### src/rtl/cordic_pkg.sv
// cordic_pkg: shared constants and types for the CORDIC arbiter slice.
//   ANGLE_W        width of every Q2.16 angle/result word
//   PI, PI_2       Q2.16 angle constants
//   CORDIC_K       CORDIC gain compensation constant (Q2.16)
//   ENGINE_LATENCY clk_en cycles from engine start sample to done pulse
//   arb_state_t    arbiter FSM state encoding
package cordic_pkg;

  localparam int ANGLE_W        = 19;
  localparam int ENGINE_LATENCY = 13;

  localparam logic [ANGLE_W-1:0] PI       = 19'h3243F;
  localparam logic [ANGLE_W-1:0] PI_2     = 19'h1921F;
  localparam logic [ANGLE_W-1:0] CORDIC_K = 19'h09B75;

  typedef enum logic [1:0] {
    ST_IDLE  = 2'd0,
    ST_ISSUE = 2'd1,
    ST_WAIT  = 2'd2,
    ST_RESP  = 2'd3
  } arb_state_t;

endpackage

### src/rtl/rr_pick.sv
// rr_pick: combinational round-robin picker.
// Searches req starting one past ptr and wrapping modulo NREQ; the first
// set bit wins.
//   req      in   NREQ   request vector
//   ptr      in   IDX_W  index of the previous winner
//   grant    out  NREQ   one-hot winner (all zero when no request)
//   gnt_idx  out  IDX_W  index of the winner (0 when no request)
module rr_pick #(
  parameter int NREQ  = 4,
  parameter int IDX_W = $clog2(NREQ)
) (
  input  logic [NREQ-1:0]  req,
  input  logic [IDX_W-1:0] ptr,
  output logic [NREQ-1:0]  grant,
  output logic [IDX_W-1:0] gnt_idx
);

  logic             found;
  logic [IDX_W-1:0] cand;

  always_comb begin
    grant   = '0;
    gnt_idx = '0;
    found   = 1'b0;
    cand    = '0;
    // i = NREQ lands back on ptr itself, so the last winner is only picked
    // again when nobody else is asking.
    for (int i = 1; i <= NREQ; i++) begin
      cand = IDX_W'((int'(ptr) + i) % NREQ);
      if (!found && req[cand]) begin
        found       = 1'b1;
        grant[cand] = 1'b1;
        gnt_idx     = cand;
      end
    end
  end

endmodule

### src/rtl/cordic_arbiter.sv
// cordic_arbiter: shares one iterative CORDIC sin/cos engine between NREQ
// requesters. Jobs are accepted round-robin, issued to the engine one at a
// time, and the result is returned to the originating requester.
//
// Optional feature: define CORDIC_ARB_WATCHDOG_EN to add an engine watchdog
// that returns rsp_err=1 / rsp_data=0 after TIMEOUT clk_en cycles in WAIT.
//
// Ports:
//   clk, rst      clock; synchronous active-high reset
//   clk_en        global clock enable, state only advances when high
//   req_valid     per-requester job request
//   req_theta     per-requester Q2.16 angle, requester i at [19i+18:19i]
//   req_cos       per-requester function select (1 = cos, 0 = sin)
//   req_ready     one-hot accept pulse
//   rsp_valid     one-hot result pulse
//   rsp_data      shared Q2.16 result
//   rsp_err       watchdog error, qualified by rsp_valid
//   eng_start     engine start
//   eng_theta     angle to engine, held until the next grant
//   eng_cos       function select to engine, held until the next grant
//   eng_result    engine result
//   eng_done      engine completion pulse
//
// state | meaning
// IDLE  | waiting for a request; grants the round-robin winner
// ISSUE | eng_start high for one clk_en cycle with the latched job
// WAIT  | waiting for eng_done (or watchdog expiry)
// RESP  | rsp_valid pulse to the owning requester
module cordic_arbiter
  import cordic_pkg::*;
#(
  parameter int NREQ    = 4,
  parameter int TIMEOUT = 31
) (
  input  logic                    clk,
  input  logic                    rst,
  input  logic                    clk_en,
  input  logic [NREQ-1:0]         req_valid,
  input  logic [NREQ*ANGLE_W-1:0] req_theta,
  input  logic [NREQ-1:0]         req_cos,
  output logic [NREQ-1:0]         req_ready,
  output logic [NREQ-1:0]         rsp_valid,
  output logic [ANGLE_W-1:0]      rsp_data,
  output logic                    rsp_err,
  output logic                    eng_start,
  output logic [ANGLE_W-1:0]      eng_theta,
  output logic                    eng_cos,
  input  logic [ANGLE_W-1:0]      eng_result,
  input  logic                    eng_done
);

  localparam int IDX_W = $clog2(NREQ);

  if (NREQ < 2 || NREQ > 8) begin : g_bad_nreq
    $error("cordic_arbiter: NREQ must be in 2..8");
  end
  if (TIMEOUT < 1 || TIMEOUT > 31) begin : g_bad_timeout
    $error("cordic_arbiter: TIMEOUT must fit the 5-bit watchdog (1..31)");
  end

  arb_state_t         state_q, state_d;
  // ptr_q doubles as the index of the in-flight job: it is only rewritten
  // at the next grant, after the response has gone out.
  logic [IDX_W-1:0]   ptr_q, ptr_d;
  logic [ANGLE_W-1:0] theta_q, theta_d;
  logic               cos_q, cos_d;
  logic [ANGLE_W-1:0] data_q, data_d;

  logic [NREQ-1:0]    grant;
  logic [IDX_W-1:0]   gnt_idx;
  logic [ANGLE_W-1:0] sel_theta;
  logic               sel_cos;

  rr_pick #(
    .NREQ  (NREQ),
    .IDX_W (IDX_W)
  ) u_rr_pick (
    .req     (req_valid),
    .ptr     (ptr_q),
    .grant   (grant),
    .gnt_idx (gnt_idx)
  );

  always_comb begin
    sel_theta = '0;
    for (int i = 0; i < NREQ; i++) begin
      if (grant[i]) sel_theta = req_theta[i*ANGLE_W +: ANGLE_W];
    end
  end

  assign sel_cos = |(grant & req_cos);

`ifdef CORDIC_ARB_WATCHDOG_EN
  // Down-counter loaded in ISSUE; expiry when WAIT sees it at zero gives
  // exactly TIMEOUT clk_en cycles in WAIT.
  localparam logic [4:0] WDOG_LOAD = 5'(TIMEOUT - 1);

  logic [4:0] wdog_q, wdog_d;
  logic       err_q, err_d;
`endif

  always_comb begin
    state_d = state_q;
    ptr_d   = ptr_q;
    theta_d = theta_q;
    cos_d   = cos_q;
    data_d  = data_q;
`ifdef CORDIC_ARB_WATCHDOG_EN
    wdog_d  = wdog_q;
    err_d   = err_q;
`endif
    unique case (state_q)
      ST_IDLE: begin
        if (|req_valid) begin
          state_d = ST_ISSUE;
          ptr_d   = gnt_idx;
          theta_d = sel_theta;
          cos_d   = sel_cos;
        end
      end
      ST_ISSUE: begin
        state_d = ST_WAIT;
`ifdef CORDIC_ARB_WATCHDOG_EN
        wdog_d  = WDOG_LOAD;
`endif
      end
      ST_WAIT: begin
        if (eng_done) begin
          state_d = ST_RESP;
          data_d  = eng_result;
`ifdef CORDIC_ARB_WATCHDOG_EN
          err_d   = 1'b0;
        end else if (wdog_q == 5'd0) begin
          state_d = ST_RESP;
          data_d  = '0;
          err_d   = 1'b1;
        end else begin
          wdog_d  = wdog_q - 5'd1;
`endif
        end
      end
      ST_RESP: begin
        state_d = ST_IDLE;
      end
      default: begin
        state_d = ST_IDLE;
      end
    endcase
  end

  always_ff @(posedge clk) begin
    if (rst) begin
      state_q <= ST_IDLE;
      ptr_q   <= IDX_W'(NREQ - 1);
      theta_q <= '0;
      cos_q   <= 1'b0;
      data_q  <= '0;
    end else if (clk_en) begin
      state_q <= state_d;
      ptr_q   <= ptr_d;
      theta_q <= theta_d;
      cos_q   <= cos_d;
      data_q  <= data_d;
    end
  end

`ifdef CORDIC_ARB_WATCHDOG_EN
  always_ff @(posedge clk) begin
    if (rst) begin
      wdog_q <= '0;
      err_q  <= 1'b0;
    end else if (clk_en) begin
      wdog_q <= wdog_d;
      err_q  <= err_d;
    end
  end

  assign rsp_err = err_q;
`else
  assign rsp_err = 1'b0;
`endif

  // Outputs decode from the state register, so they hold (and pulses
  // stretch) while clk_en is low. req_ready is the combinational grant
  // shown only in IDLE; the transfer completes on the next clk_en edge.
  assign req_ready = (state_q == ST_IDLE) ? grant : '0;
  assign eng_start = (state_q == ST_ISSUE);
  assign eng_theta = theta_q;
  assign eng_cos   = cos_q;
  assign rsp_data  = data_q;

  always_comb begin
    rsp_valid = '0;
    if (state_q == ST_RESP) rsp_valid[ptr_q] = 1'b1;
  end

endmodule

### config.mk
export PLATFORM = sky130hd
export DESIGN_NAME = cordic_arbiter
export DESIGN_NICKNAME = d
export VERILOG_FILES = /design/src/rtl/cordic_pkg.sv /design/src/rtl/rr_pick.sv /design/src/rtl/cordic_arbiter.sv
export SDC_FILE = /design/constraint.sdc
export NUM_CORES = 1
export LEC_CHECK = 0
export ABC_AREA = 1
export ABC_CLOCK_PERIOD_IN_PS = 6200
export CAP_MARGIN = 20
export CORE_UTILIZATION = 43
export CTS_CLUSTER_SIZE = 8
export DETAILED_ROUTE_END_ITERATION = 10
export PLACE_DENSITY = 0.87
export SKIP_LAST_GASP = 1
export SLEW_MARGIN = 15
export SYNTH_ARGS = -nofsm -noshare
export SYNTH_HDL_FRONTEND = slang
export SYNTH_SLANG_ARGS = --single-unit
### constraint.sdc
create_clock -name clk -period 6.2 [get_ports clk]
set_clock_uncertainty 0.2 [all_clocks]
set_input_delay 0.62 -clock clk [delete_from_list [all_inputs] [get_ports clk]]
set_output_delay 0.62 -clock clk [all_outputs]
set_load 0.03 [all_outputs]
After elaboration in Yosys (flattened, before gate mapping)
Index checks and enable logic that the tools add are counted.
- input port bits: 107
- bits in registers: 43
- word-level logic and storage cells: 83
- output and inout port bits: 49
- equality and inequality tests: 5
- bitwise gates (word level): 4
- order comparisons: 10
- $add $sub $neg: 4
- muxes and demuxes: 38
- reductions and logical operators: 17
- operator list (kind ; count):
    $mux 19 ; 4
    $mux 4 ; 6
    $lt 2x3->1 const B ; 5
    $mux 1 ; 12
    $mux 2 ; 6
    $or 4x4->4 ; 3
    $demux 1 s2 ; 5
    $ge 2x1->1 const B ; 5
    $reduce_and 3->1 ; 3
    $bmux 1 s2 ; 4
    $logic_and 1x1->1 ; 8
    $pmux 2 s4 ; 1
    $reduce_or 4->1 ; 2
    $add 2x1->2 const B ; 2
    $add 2x2->2 const B ; 2
    $and 4x4->4 ; 1
    $eq 2x2->1 const B ; 2
    $ne 2x2->1 const B ; 2
    $logic_not 1->1 ; 3
    $eq 2x1->1 const B ; 1
    $logic_not 2->1 ; 1

Logic depth before layout (Yosys ltp)
- word-level depth: 17
- gate-level depth with buffers: 16
- gate-level depth less buffers: 14

Modules after synthesis
From an unflattened synthesis, not the netlist that was laid out.
- cell total of the unflattened synthesis: 478
- area total of the unflattened synthesis: 3067.9 um^2
- modules (own cells, without submodules) (module ; area an instance (um^2) ; cells each ; instances ; seq. area each (um^2)):
    cordic_arbiter ; 2532.4 ; 393 ; 1 ; 860.8
    rr_pick ; 535.5 ; 85 ; 1 ; 0.0

Least setup slack after synthesis
No wires, ideal clock.
- path type: register to output
- start: reg ptr_q[1]
- end: out req_ready[3]
- path buffers: 1
- arrival: 2035 ps
- stages on the path, launching flop included: 12
- slack: 3345 ps
- data required time: 5380 ps
- cells stage by stage: dfxtp_1 inv_1 ha_1 inv_1 nand2_4 nand2_8 nor2_8 nand3_1 nand4_1 buf_2 nand2_1 inv_1
- longest elaborated chain between the ends: 14
- elaborated cells on any way between the ends: 49
- those cells by class: 4 x add/sub; 8 x order compare; 24 x mux; 3 x bitwise; 10 x reduce/logical
- ends and longest elaborated chain (item ; RTL line ; source):
    start, declared ; cordic_arbiter.sv:64 ; logic [IDX_W-1:0] ptr_q, ptr_d;
    start signal, assigned ; cordic_arbiter.sv:154 ; ptr_q <= IDX_W'(NREQ - 1);
    start signal, assigned ; cordic_arbiter.sv:160 ; ptr_q <= ptr_d;
    parallel branches: the longest is 12 deep, another holds $lt 2x3->1 ; n/a ;
    $mux 4 (*) ; rr_pick.sv:30 ; if (!found && req[cand]) begin
    $mux 4 (*) ; cordic_arbiter.sv:186 ; assign req_ready = (state_q == ST_IDLE) ? grant : '0;
    end, declared ; cordic_arbiter.sv:41 ; output logic [NREQ-1:0] req_ready,
Every way passes the cells marked *. The select of a mux whose other input is x is not followed.

Worst setup path after layout
- start: reg ptr_q[0]
- end: out req_ready[2]
Same word-level chain as after synthesis.

==> qor.csv <==
metric;value;unit
pins over their slew limit;0;
number of remaining DRC errors;0;
post-CTS setup buffer count;0;
HPWL Detailed;6886;um
Gate power share;59.8;%
Worst Reg-to-Reg Cells;12;
worst hold-check path type;flop to flop;
Critical Path RT;5.38;ns
RSZ-0062 raised after global routing;no;
setup violators final;0;
clock root buffer;clkbuf_8;
Starting Density;45.73;%
sequential power share;25.5;%
xor/xnor share of the synthesized area;0;%
static leakage;0.001926;uW
Critical Path End;req_ready[2];
Worst Setup Path Type;flop to output pin;
mux cell area share after synthesis;0;%
CTS tree;done;
Vias;3423;
peak supply drop;182.8;uV
#FFs+latches synth;43;
GR Util All Layers;25.91;%
Slew @ Worst Pin;1.039;ns
Syn Nets;540;
Post-CTS Hold Buffers;0;
TritonRoute pass-1 iters;4;
Synth Warn #;0;
layout cell share with drive strength beyond 1;10.04;%
I/O Buffers;154;
# clock sinks;43;
gr ovfl total;0;
initial antenna violation count;0;
post-synthesis compound-gate area fraction;29.02;%
final hold vios;0;
row count;29;
DRT iter0 DRCs;130;
number of synthesized flops with an enable pin;0;
Post-Synth Simple-Gate Area;22.75;%
critical path arrival;3.62;ns
Final Instance Area;4569;um2
Filler cells;543;
Syn Inst Count;421;
die area;7245;um2
gpl congestion;0.8863;
adder-cell share of the synthesized area;5.055;%
clk_lat worst skew;0.30;ns
WL/cell;15.24;um
sequential fraction of the synthesis area;28.98;%
setup_tns;0;ns
clk slew on worst S/H paths;0.10;ns
Power Total;1297;uW
CP Launch Type;flop;
Main synth FF type;dfxtp_1;
Avg Synthesized Cell Area;7.055;um2
Boundary Pins;156;
total wire length;9678;um
vias in the first global route;3222;
worst setup slack after layout;1.761;ns
Die Wd;85.12;um
hold slack;0.2464;ns
worst-path maximum fanout;40;
first-pass GRT wire length;15130;um
core box area;6495;um2
nets@finish;676;
outcome;complete, no violations;
Net Sw Power;617.3;uW
Clk pwr share;14.7;%
Layout area overhead;53.83;%
Setup crit end kind;output pin;
Period minus WS final;4.439;ns
Post-DP Area;4444;um2
RR Endpoint;eng_theta[12];
period utilization;71.59;%
drt via density;5.391;
relative slew slack;30.56;%
pre-CTS setup slack;2.078;ns
Max-Cap Viols;0;
Netlist Area Pre-Place;2970;um2
pin count of the biggest net entering global routing;41;
DRT antenna net count;0;
setup slack, reg-to-reg;2.86;ns
Critical Path Start;ptr_q[0];
largest family of logic cells by synthesized area;compound AO/OA/AOI/OAI gates;
H-tree depth;2;
chip height;85.12;um
Max Clock Freq;0.2253;GHz
cts bufs inserted;5;
reg2reg start;ptr_q[0];
Post-CTS Resized;0;
Int Pwr;679.7;uW
Pwr per Cell Area;283.9;nW/um2
switch share;47.59;%
Antenna diodes;0;
number of distinct library cells after synthesis;32;
FFs w/ async S/R, synth;0;%
CTS Buffer Depth;2;
## final cells by class
| type | count | area [um2] | area share (%) |
|---|---|---|---|
| sequential | 43 | 860.8 | 18.84 |
| multi-input combinational | 288 | 1697 | 37.13 |
| tap | 77 | 96.34 | 2.108 |
| clock buffer | 5 | 68.82 | 1.506 |
| clock inverter | 3 | 23.77 | 0.5203 |
| timing repair buffer | 156 | 1577 | 34.50 |
| inverter | 63 | 246.5 | 5.394 |
## through the flow
step | util [%] | instances
floorplan | - | 421
global placement | 68.43 | 626
detailed placement | 68.43 | 626
CTS | 69.85 | 634
global route | 70.35 | 635
finish | 70.35 | 635
## cells by family (layout without fill, tap and decap cells)
kind of cell	after synthesis	count (layout)
AOI/OAI and AO/OA	151	151
adders and majority gates	12	12
buffers and inverters	90	227
DFF	43	43
other	1	1
and+or+nand+nor	124	124
## cells in the mapped netlist, types with 2 or more instances
master / n / share of area, %
nand3_1: 26 / 4.4
buf_6: 5 / 1.9
o221ai_1: 2 / 0.59
nand2_1: 72 / 9.1
buf_2: 7 / 1.2
clkbuf_1: 12 / 1.5
buf_4: 2 / 0.51
a21oi_2: 19 / 5.6
nand3_4: 2 / 1.2
o21ai_0: 41 / 6.9
ha_1: 12 / 5.1
a21oi_1: 83 / 14
nand2_2: 2 / 0.42
nand4_1: 2 / 0.42
dfxtp_1: 43 / 29
nand2_4: 2 / 0.76
nand3_2: 13 / 4.4
inv_6: 2 / 0.59
inv_1: 61 / 7.7
## flip-flops by register name, summed over array words and instances (netlist names)
name	count
ptr_q	2
state_q	2
eng_theta	19
rsp_data	19
eng_cos	1
## cell usage in the layout, fill, tap and decap left out, drive strengths merged
cell type / n
a21boi: 3
clkdlybuf4s50: 154
nor2: 2
and3: 1
nor3: 1
nand3: 41
inv: 64
nand2: 77
a211oi: 1
o221ai: 2
o31ai: 1
a21oi: 103
o21ai: 41
conb: 1
ha: 12
clkbuf: 5
nand4: 2
clkinvlp: 2
buf: 2
dfxtp: 43
## worst max-delay path, cell delays in order (launching register included)
cell             delay [ns]
dfxtp_1                0.70
inv_6                  0.12
ha_1                   0.41
inv_1                  0.15
nand3_1                0.10
nand2_1                0.09
inv_1                  0.11
nand3_1                0.12
nand3_2                0.60
nand2_1                0.24
inv_1                  0.07
clkdlybuf4s50_1        0.59
## power groups by stage
| stage | Combinational [uW] | Clock, uW | Sequential [uW] |
|---|---|---|---|
| 4_1_cts | 770 | 194 | 331 |
| 3_3_place_gp | 748 | 0 | 335 |
| 3_5_place_dp | 767 | 0 | 336 |
| 2_1_floorplan | 532 | 0 | 382 |
| 5_1_grt | 855 | 204 | 335 |
| 6_report | 775 | 191 | 331 |
## how the worst min path moves through the flow
stage | startpoint | to | depth (start not counted)
floorplan | state_q[1] | state_q[1] | 2
global route | rsp_data[0] | rsp_data[0] | 2
finish | rsp_data[0] | rsp_data[0] | 2
CTS | rsp_data[0] | rsp_data[0] | 2
detailed placement | rsp_data[0] | rsp_data[0] | 2
global placement | rsp_data[0] | rsp_data[0] | 2
## per-layer routing
layer  track usage, %  vias to the layer above  wire [um]
met5                0                        -          0
met4            5.393                        0        113
met3            6.809                       14        876
met2            46.85                      144       4737
met1            30.76                     1600       3951
li1                 -                     1665          -
Note: power is estimated with default switching activity, not from simulation.
